## config.mk

```make
export PLATFORM = sky130hd
export DESIGN_NAME = bowling_frame_ctrl
export DESIGN_NICKNAME = d
export VERILOG_FILES = /design/src/rtl/bowling_frame_ctrl.sv
export SDC_FILE = /design/constraint.sdc
export NUM_CORES = 1
export LEC_CHECK = 0
export ABC_AREA = 1
export BUFFER_PORTS_ARGS = -buffer_cell sky130_fd_sc_hd__buf_2
export CORE_MARGIN = 2
export CORE_UTILIZATION = 55
export DETAILED_ROUTE_END_ITERATION = 10
export PLACE_DENSITY = 0.74
export SLEW_MARGIN = 10
export SYNTH_ARGS = -nofsm -noshare
export SYNTH_HDL_FRONTEND = slang
export SYNTH_SLANG_ARGS = --single-unit
export TNS_END_PERCENT = 50
```

## constraint.sdc

```tcl
create_clock -name clk -period 2.4 [get_ports clk]
set_clock_uncertainty 0.15 [all_clocks]
set_input_delay 0.6 -clock clk [delete_from_list [all_inputs] [get_ports clk]]
set_output_delay 0.6 -clock clk [all_outputs]
set_load 0.01 [all_outputs]
```

## src/rtl/bowling_frame_ctrl.sv

```systemverilog
// Ten-pin bowling frame controller.
// Accepts one throw per upd strobe, tracks frame and standing pins, flags
// strikes, spares and illegal throws, and walks the three-ball tenth frame.
module bowling_frame_ctrl (
  input  logic       clk,
  input  logic       reset,
  input  logic       upd,
  input  logic [3:0] N,
  output logic       FT,
  output logic       NF,
  output logic       LF,
  output logic [3:0] frame,
  output logic [3:0] pins_left,
  output logic       strike,
  output logic       spare,
  output logic       err,
  output logic       done
);

  typedef enum logic [2:0] {
    OPEN1 = 3'd0,  // frames 1-9, first ball
    OPEN2 = 3'd1,  // frames 1-9, second ball
    T1    = 3'd2,  // frame 10, ball 1
    T2    = 3'd3,  // frame 10, ball 2
    T3    = 3'd4,  // frame 10, ball 3 (bonus)
    DONE  = 3'd5
  } state_t;

  state_t state;
  logic   x1;       // tenth-frame first ball was a strike
  logic   illegal;

  // A throw is rejected when the game is over or it claims more pins than stand.
  assign illegal = (state == DONE) || (N > 4'd10) || (N > pins_left);

  // Game FSM with all outputs registered; pulses default low every edge.
  always_ff @(posedge clk or posedge reset) begin
    if (reset) begin
      state     <= OPEN1;
      frame     <= 4'd1;
      FT        <= 1'b1;
      NF        <= 1'b0;
      LF        <= 1'b0;
      pins_left <= 4'd10;
      strike    <= 1'b0;
      spare     <= 1'b0;
      err       <= 1'b0;
      done      <= 1'b0;
      x1        <= 1'b0;
    end else begin
      strike <= 1'b0;
      spare  <= 1'b0;
      NF     <= 1'b0;
      err    <= 1'b0;
      if (upd) begin
        if (illegal) begin
          err <= 1'b1;
        end else begin
          case (state)
            OPEN1: begin
              if (N == 4'd10) begin
                strike    <= 1'b1;
                NF        <= 1'b1;
                frame     <= frame + 4'd1;
                pins_left <= 4'd10;
                FT        <= 1'b1;
                if (frame == 4'd9) begin
                  state <= T1;
                  LF    <= 1'b1;
                end else begin
                  state <= OPEN1;
                end
              end else begin
                pins_left <= 4'd10 - N;
                FT        <= 1'b0;
                state     <= OPEN2;
              end
            end
            OPEN2: begin
              // Second ball always closes the frame; clearing the rack is a spare.
              spare     <= (N == pins_left);
              NF        <= 1'b1;
              frame     <= frame + 4'd1;
              pins_left <= 4'd10;
              FT        <= 1'b1;
              if (frame == 4'd9) begin
                state <= T1;
                LF    <= 1'b1;
              end else begin
                state <= OPEN1;
              end
            end
            T1: begin
              FT    <= 1'b0;
              state <= T2;
              if (N == 4'd10) begin
                strike    <= 1'b1;
                pins_left <= 4'd10;
                x1        <= 1'b1;
              end else begin
                pins_left <= 4'd10 - N;
                x1        <= 1'b0;
              end
            end
            T2: begin
              if (x1) begin
                // Fresh rack after a tenth-frame strike.
                state <= T3;
                if (N == 4'd10) begin
                  strike    <= 1'b1;
                  pins_left <= 4'd10;
                end else begin
                  pins_left <= 4'd10 - N;
                end
              end else if (N == pins_left) begin
                spare     <= 1'b1;
                pins_left <= 4'd10;
                state     <= T3;
              end else begin
                // Open tenth frame: no bonus ball.
                pins_left <= pins_left - N;
                state     <= DONE;
                done      <= 1'b1;
              end
            end
            T3: begin
              strike    <= (pins_left == 4'd10) && (N == 4'd10);
              spare     <= (pins_left < 4'd10) && (N == pins_left);
              pins_left <= pins_left - N;
              state     <= DONE;
              done      <= 1'b1;
            end
            default: begin
              // DONE never gets here (every throw is illegal); recover to a safe state otherwise.
              if (state != DONE) begin
                state <= OPEN1;
              end
            end
          endcase
        end
      end
    end
  end

endmodule

```

==> flow_summary.ini, run 1 <==
[power_and_ir_drop]
leakage_nw = 0.854
powerDensity_nw_per_um2 = 955
peakVddDrop_mv = 0.545
power_mw = 1.41

[place]
place_congestion = 0.858
dpl.hpwl_microns = 2130
io_buffers = 21

[detailed_routing]
ant_nets = 0
dr_total_vias = 1203
drc = 0
routed_wl_microns = 2610
drt_iter0_drc = 21
firstDrtPassIters = 4
wl_per_cell_microns = 11.0
vias_per_cell = 5.08

[sta]
setup_violations = 0
finalSetupTns_ns = 0
max_freq_mhz = 484
worst_pin_slew_ns = 0.683
period_share_pct = 86.0
fin_crit_ns = 2.06
maxSlewHeadroom_pct = 54.4
final_max_slew_viol_count = 0
holdWs_ns = 0.238
hold_viol = 0
rsz0062_at_grt = no

[grt]
antenna_found_initial = 0
grt_pass1_vias = 1024
grt_usage_pct = 21.3
grt_pass1_wl_microns = 4330
overflow = 0
grt_max_degree = 20

[critical_path]
cp.required_ns = 2.45
cp_slowest_cell = dfstp_2
crit_top_cell = nand2_1
end_kind = flip-flop
crit_buf_inv = 3
arrival_ns = 2.11
worst-r2r-setup-slack_ns = 0.34
startpoint_type = flip-flop
crit_path_start = pins_left[1]
path_max_fanout = 8
path_cells = inv_1 -> fa_1 -> inv_1 -> nand3_1 -> nand2_1 -> nand3_4 -> nor2_8 -> inv_4 -> nand2_1 -> nand2_1
crit_family = simple AND/OR/NAND/NOR gates
path_class = reg -> reg
r2r-start = pins_left[1]
max_stage_delay_ns = 0.59

[yosys]
syn_area_sq_um = 1320
ys_seq_area_share_pct = 36.3
yosysWarnings = 0
syn_avg_cell_area_sq_um = 7.15
synthCells = 185
synth_cell_types = 25
synth_seq_cells = 19
synthesis.nets = 201

[job]
maxCapViolCount = 0

[die]
fp.dieH_microns = 53.0
io_pins = 22
start_util_pct = 59.2
die_area_sq_um = 2810
row_count = 17
die_x_microns = 53.0
core_area_sq_um = 2230

[layout]
diodes = 0
layout.nets = 226
nFillCells = 192
final_core_util_pct = 66.2
multi_input_area_sq_um = 713
area_growth_pct = 11.7
regArea_sq_um = 480
drive_above_1_share_pct = 19.1

[clock_tree]
cts-root-buf = clkbuf_4
h-tree-depth = 1
cts_tree = built
cts_sinks = 19
post_cts.repair.setup_buffers = 0
hold_buffers = 0
cts_inserted_buffers = 3
cts_buffer_depth = 2
clkTransAtPathRegs_ns = 0.10
clock_latency_ns = 0.30
cts_resized = 0

[worst_hold_path]
hold_class = in -> async

[outcome]
status = finished, final reports clean
## stage by stage
stage               worst slack (ns)  cell area (sq um)  cells
floorplan                      0.289               1320    185
global placement              0.0786               1450    233
detailed placement            0.0206               1450    233
CTS                            0.326               1480    237
global route                   0.179               1480    237
finish                         0.335               1480    237
## registers in the layout (all words and copies together), names as in the netlist
name and count:
err 1, done 1, FT 1, NF 1, LF 1, pins_left 4
x1 1, state 3, frame 4, strike 1, spare 1
## path summary, 6_finish.rpt
| path | depth (start not counted) | end |
|---|---|---|
| max in group asynchronous | 2 | spare |
| worst max-delay path | 10 | frame[2] |
| worst min register to register | 2 | LF |
| min in group clk | 2 | LF |
| worst min-delay path | 2 | NF |
| worst max register to register | 10 | frame[2] |
## where the power goes
| part | switching, mW | internal [mW] |
|---|---|---|
| sequential | 0.105 | 0.429 |
| combinational | 0.450 | 0.272 |
| clock | 0.0909 | 0.0647 |
| total | 0.645 | 0.766 |
## worst register-to-register path, delay by kind of cell (launching register included)
kind | cells | cell delay (ns)
and+or+nand+nor | 6 | 0.61
buffers and inverters | 3 | 0.19
DFF | 1 | 0.59
adders and majority gates | 1 | 0.43
## cells in the mapped netlist (all sizes together)
library cell / count / share of area, %
xnor2: 2 / 1.3
nand3b: 1 / 0.57
buf: 1 / 0.85
ha: 8 / 7.6
o21ai: 11 / 4.2
dfstp: 4 / 7.9
dfrtp: 15 / 28
a21oi: 5 / 2.2
o21a: 2 / 1.1
nand4: 1 / 0.47
xor2: 1 / 0.66
fa: 1 / 1.5
nand3: 16 / 7.8
nand2: 64 / 18
o21bai: 1 / 0.57
nor2: 22 / 7.9
inv: 30 / 8.9
## per-layer routing
layer  global-route usage, %  up-vias  part of all wire, %
met5                       0        -                    0
met4                    8.97        0                  1.4
met3                    5.93        4                  5.7
met2                    32.3       31                   44
met1                    28.3      541                   49
li1                        -      627                    -
## final cells by class
type | instances | area share [%]
well taps | 28 | 2.37
repair buffers | 21 | 7.11
inverters | 30 | 7.96
clock buffers | 4 | 1.78
flip-flops and latches | 19 | 32.5
multi-input cells | 135 | 48.3
## placed cells by master, fill, tap and decap left out, drive strengths merged
cell    instances
nand2          64
inv            30
nor2           22
buf            21
nand3          16
dfrtp          15
o21ai          11
ha              8
a21oi           5
dfstp           4
clkbuf          4
o21a            2
xnor2           2
nand4           1
nand3b          1
xor2            1
o21bai          1
fa              1
## logic make-up after synthesis
family	share of synthesized area (%)
xor gates and xnor gates	1.99
buffers and inverters	9.74
and+or+nand+nor	34.8
AOI/OAI and AO/OA	8.04
DFF	36.3
adders and majority gates	9.08
(Power assumes the default switching activity.)
==> run 2, diff against run 1 <==
ABC_CLOCK_PERIOD_IN_PS = 2400   (was unset)
BUFFER_PORTS_ARGS = unset   (was -buffer_cell sky130_fd_sc_hd__buf_2)
DONT_BUFFER_PORTS = 1   (was unset)
PLACE_DENSITY = 0.66   (was 0.74)
==> run 2 against run 1 <==
- combinational power decreased by 16%
- power decreased by 4.6%
- via count is 6.2% lower
- highest routed layer unchanged
- fmax decreased by 3.2%
- critical path type unchanged
- register-to-register slack worse by 0.07 ns
- first-iteration DRC count fell by 19%
- clock power grew 4%
- die area unchanged
- sequential power rose by 8.4%
- core utilization fell by 4.6 points
- clock-buffer cell count is 1 lower
==> flow_summary.ini, run 2 (synthesis gave the netlist of run 1 again) <==
[sta]
finalSetupTns_ns = 0
worst_pin_slew_ns = 0.673
maxSlewHeadroom_pct = 55.1
final_max_slew_viol_count = 0
max_freq_mhz = 469
setup_violations = 0
rsz0062_at_grt = no
holdWs_ns = 0.122
fin_crit_ns = 2.13
hold_viol = 0
period_share_pct = 88.9

[critical_path]
end_kind = flip-flop
cp.required_ns = 2.45
startpoint_type = flip-flop
crit_path_start = pins_left[0]
arrival_ns = 2.18
path_class = reg -> reg
path_max_fanout = 8
r2r-start = pins_left[0]

[detailed_routing]
wl_per_cell_microns = 12.3
firstDrtPassIters = 4
ant_nets = 0
drt_iter0_drc = 17
drc = 0
dr_total_vias = 1128
vias_per_cell = 5.22
routed_wl_microns = 2660

[clock_tree]
cts_buffer_depth = 2
cts_inserted_buffers = 3
hold_buffers = 0
clkTransAtPathRegs_ns = 0.11
cts_sinks = 19
clock_latency_ns = 0.30
cts-root-buf = clkbuf_4
post_cts.repair.setup_buffers = 0
h-tree-depth = 1
cts_resized = 0
cts_tree = built

[worst_hold_path]
hold_class = in -> async

[place]
io_buffers = 0
placed_cell_area_sq_um = 1350
post-place-cells = 212
place_congestion = 0.828
dpl.hpwl_microns = 2130

[layout]
nFillCells = 208
top_regs = frame (4), pins_left (4), state (3)
final_core_util_pct = 61.5
multi_input_area_sq_um = 713
layout.nets = 205
final_cell_area_sq_um = 1370
regArea_sq_um = 480
area_growth_pct = 3.88
finalNonFillerCells = 216
final_common_cell = nand2_1
drive_above_1_share_pct = 10.6
diodes = 0
mostFrequentLayoutCells = nand2_1 (64), inv_1 (25), nor2_1 (19)

[grt]
antenna_found_initial = 0
grt_max_degree = 20
grt_pass1_wl_microns = 4570
grt_pass1_vias = 1096
grt_usage_pct = 22.9
overflow = 0

[die]
core_area_sq_um = 2230
die_area_sq_um = 2810
io_pins = 22
fp.dieH_microns = 53.0
die_x_microns = 53.0
start_util_pct = 59.2
row_count = 17

[power_and_ir_drop]
peakVddDrop_mv = 0.647
leakage_nw = 0.763
powerDensity_nw_per_um2 = 980

[outcome]
status = finished, final reports clean

[job]
maxCapViolCount = 0
-- run 2: through the flow --
stage / worst slack (ns) / power (mW)
4_1_cts: 0.255 / 1.35
3_3_place_gp: 0.212 / 1.18
2_1_floorplan: 0.289 / 1.05
3_5_place_dp: 0.188 / 1.19
5_1_grt: 0.0774 / 1.48
6_report: 0.266 / 1.35
-- run 2: cell type report --
cell class / instances / share of cell area [%]
clock inverter: 1 / 0.364
sequential: 19 / 35.0
multi-input combinational: 135 / 51.9
inverter: 30 / 8.56
tap: 28 / 2.55
clock buffer: 3 / 1.64
-- run 2: worst paths after layout --
| check | to | slack (ns) | cells after the start |
|---|---|---|---|
| worst min register to register | FT | 0.35 | 2 |
| worst max-delay path | frame[2] | 0.27 | 11 |
| worst max register to register | frame[2] | 0.27 | 11 |
| worst min-delay path | pins_left[0] | 0.12 | 1 |
| min in group clk | strike | 0.26 | 2 |
| max in group asynchronous | state[2] | 1.55 | 1 |
-- run 2: worst max-delay path, stage by stage (launching register included) --
cell,delay (ns)
dfrtp_1,0.46
inv_1,0.07
ha_1,0.21
fa_1,0.40
inv_1,0.07
nand3_1,0.06
nand2_1,0.13
nand3_4,0.15
nor2_8,0.17
inv_4,0.05
nand2_1,0.05
nand2_1,0.05
-- run 2: power breakdown --
group | switching [mW] | leakage (nW) | internal (mW)
logic | 0.384 | 0.510 | 0.221
clock network | 0.0998 | 0.0177 | 0.0621
registers | 0.149 | 0.236 | 0.430
total | 0.633 | 0.763 | 0.713
-- run 2: per-layer routing --
layer,wire [microns],track usage [%],share of wire (%)
met4,70,11.1,2.6
met3,157,6.50,5.9
met1,1210,27.3,45
met5,0,0,0
met2,1230,37.5,46
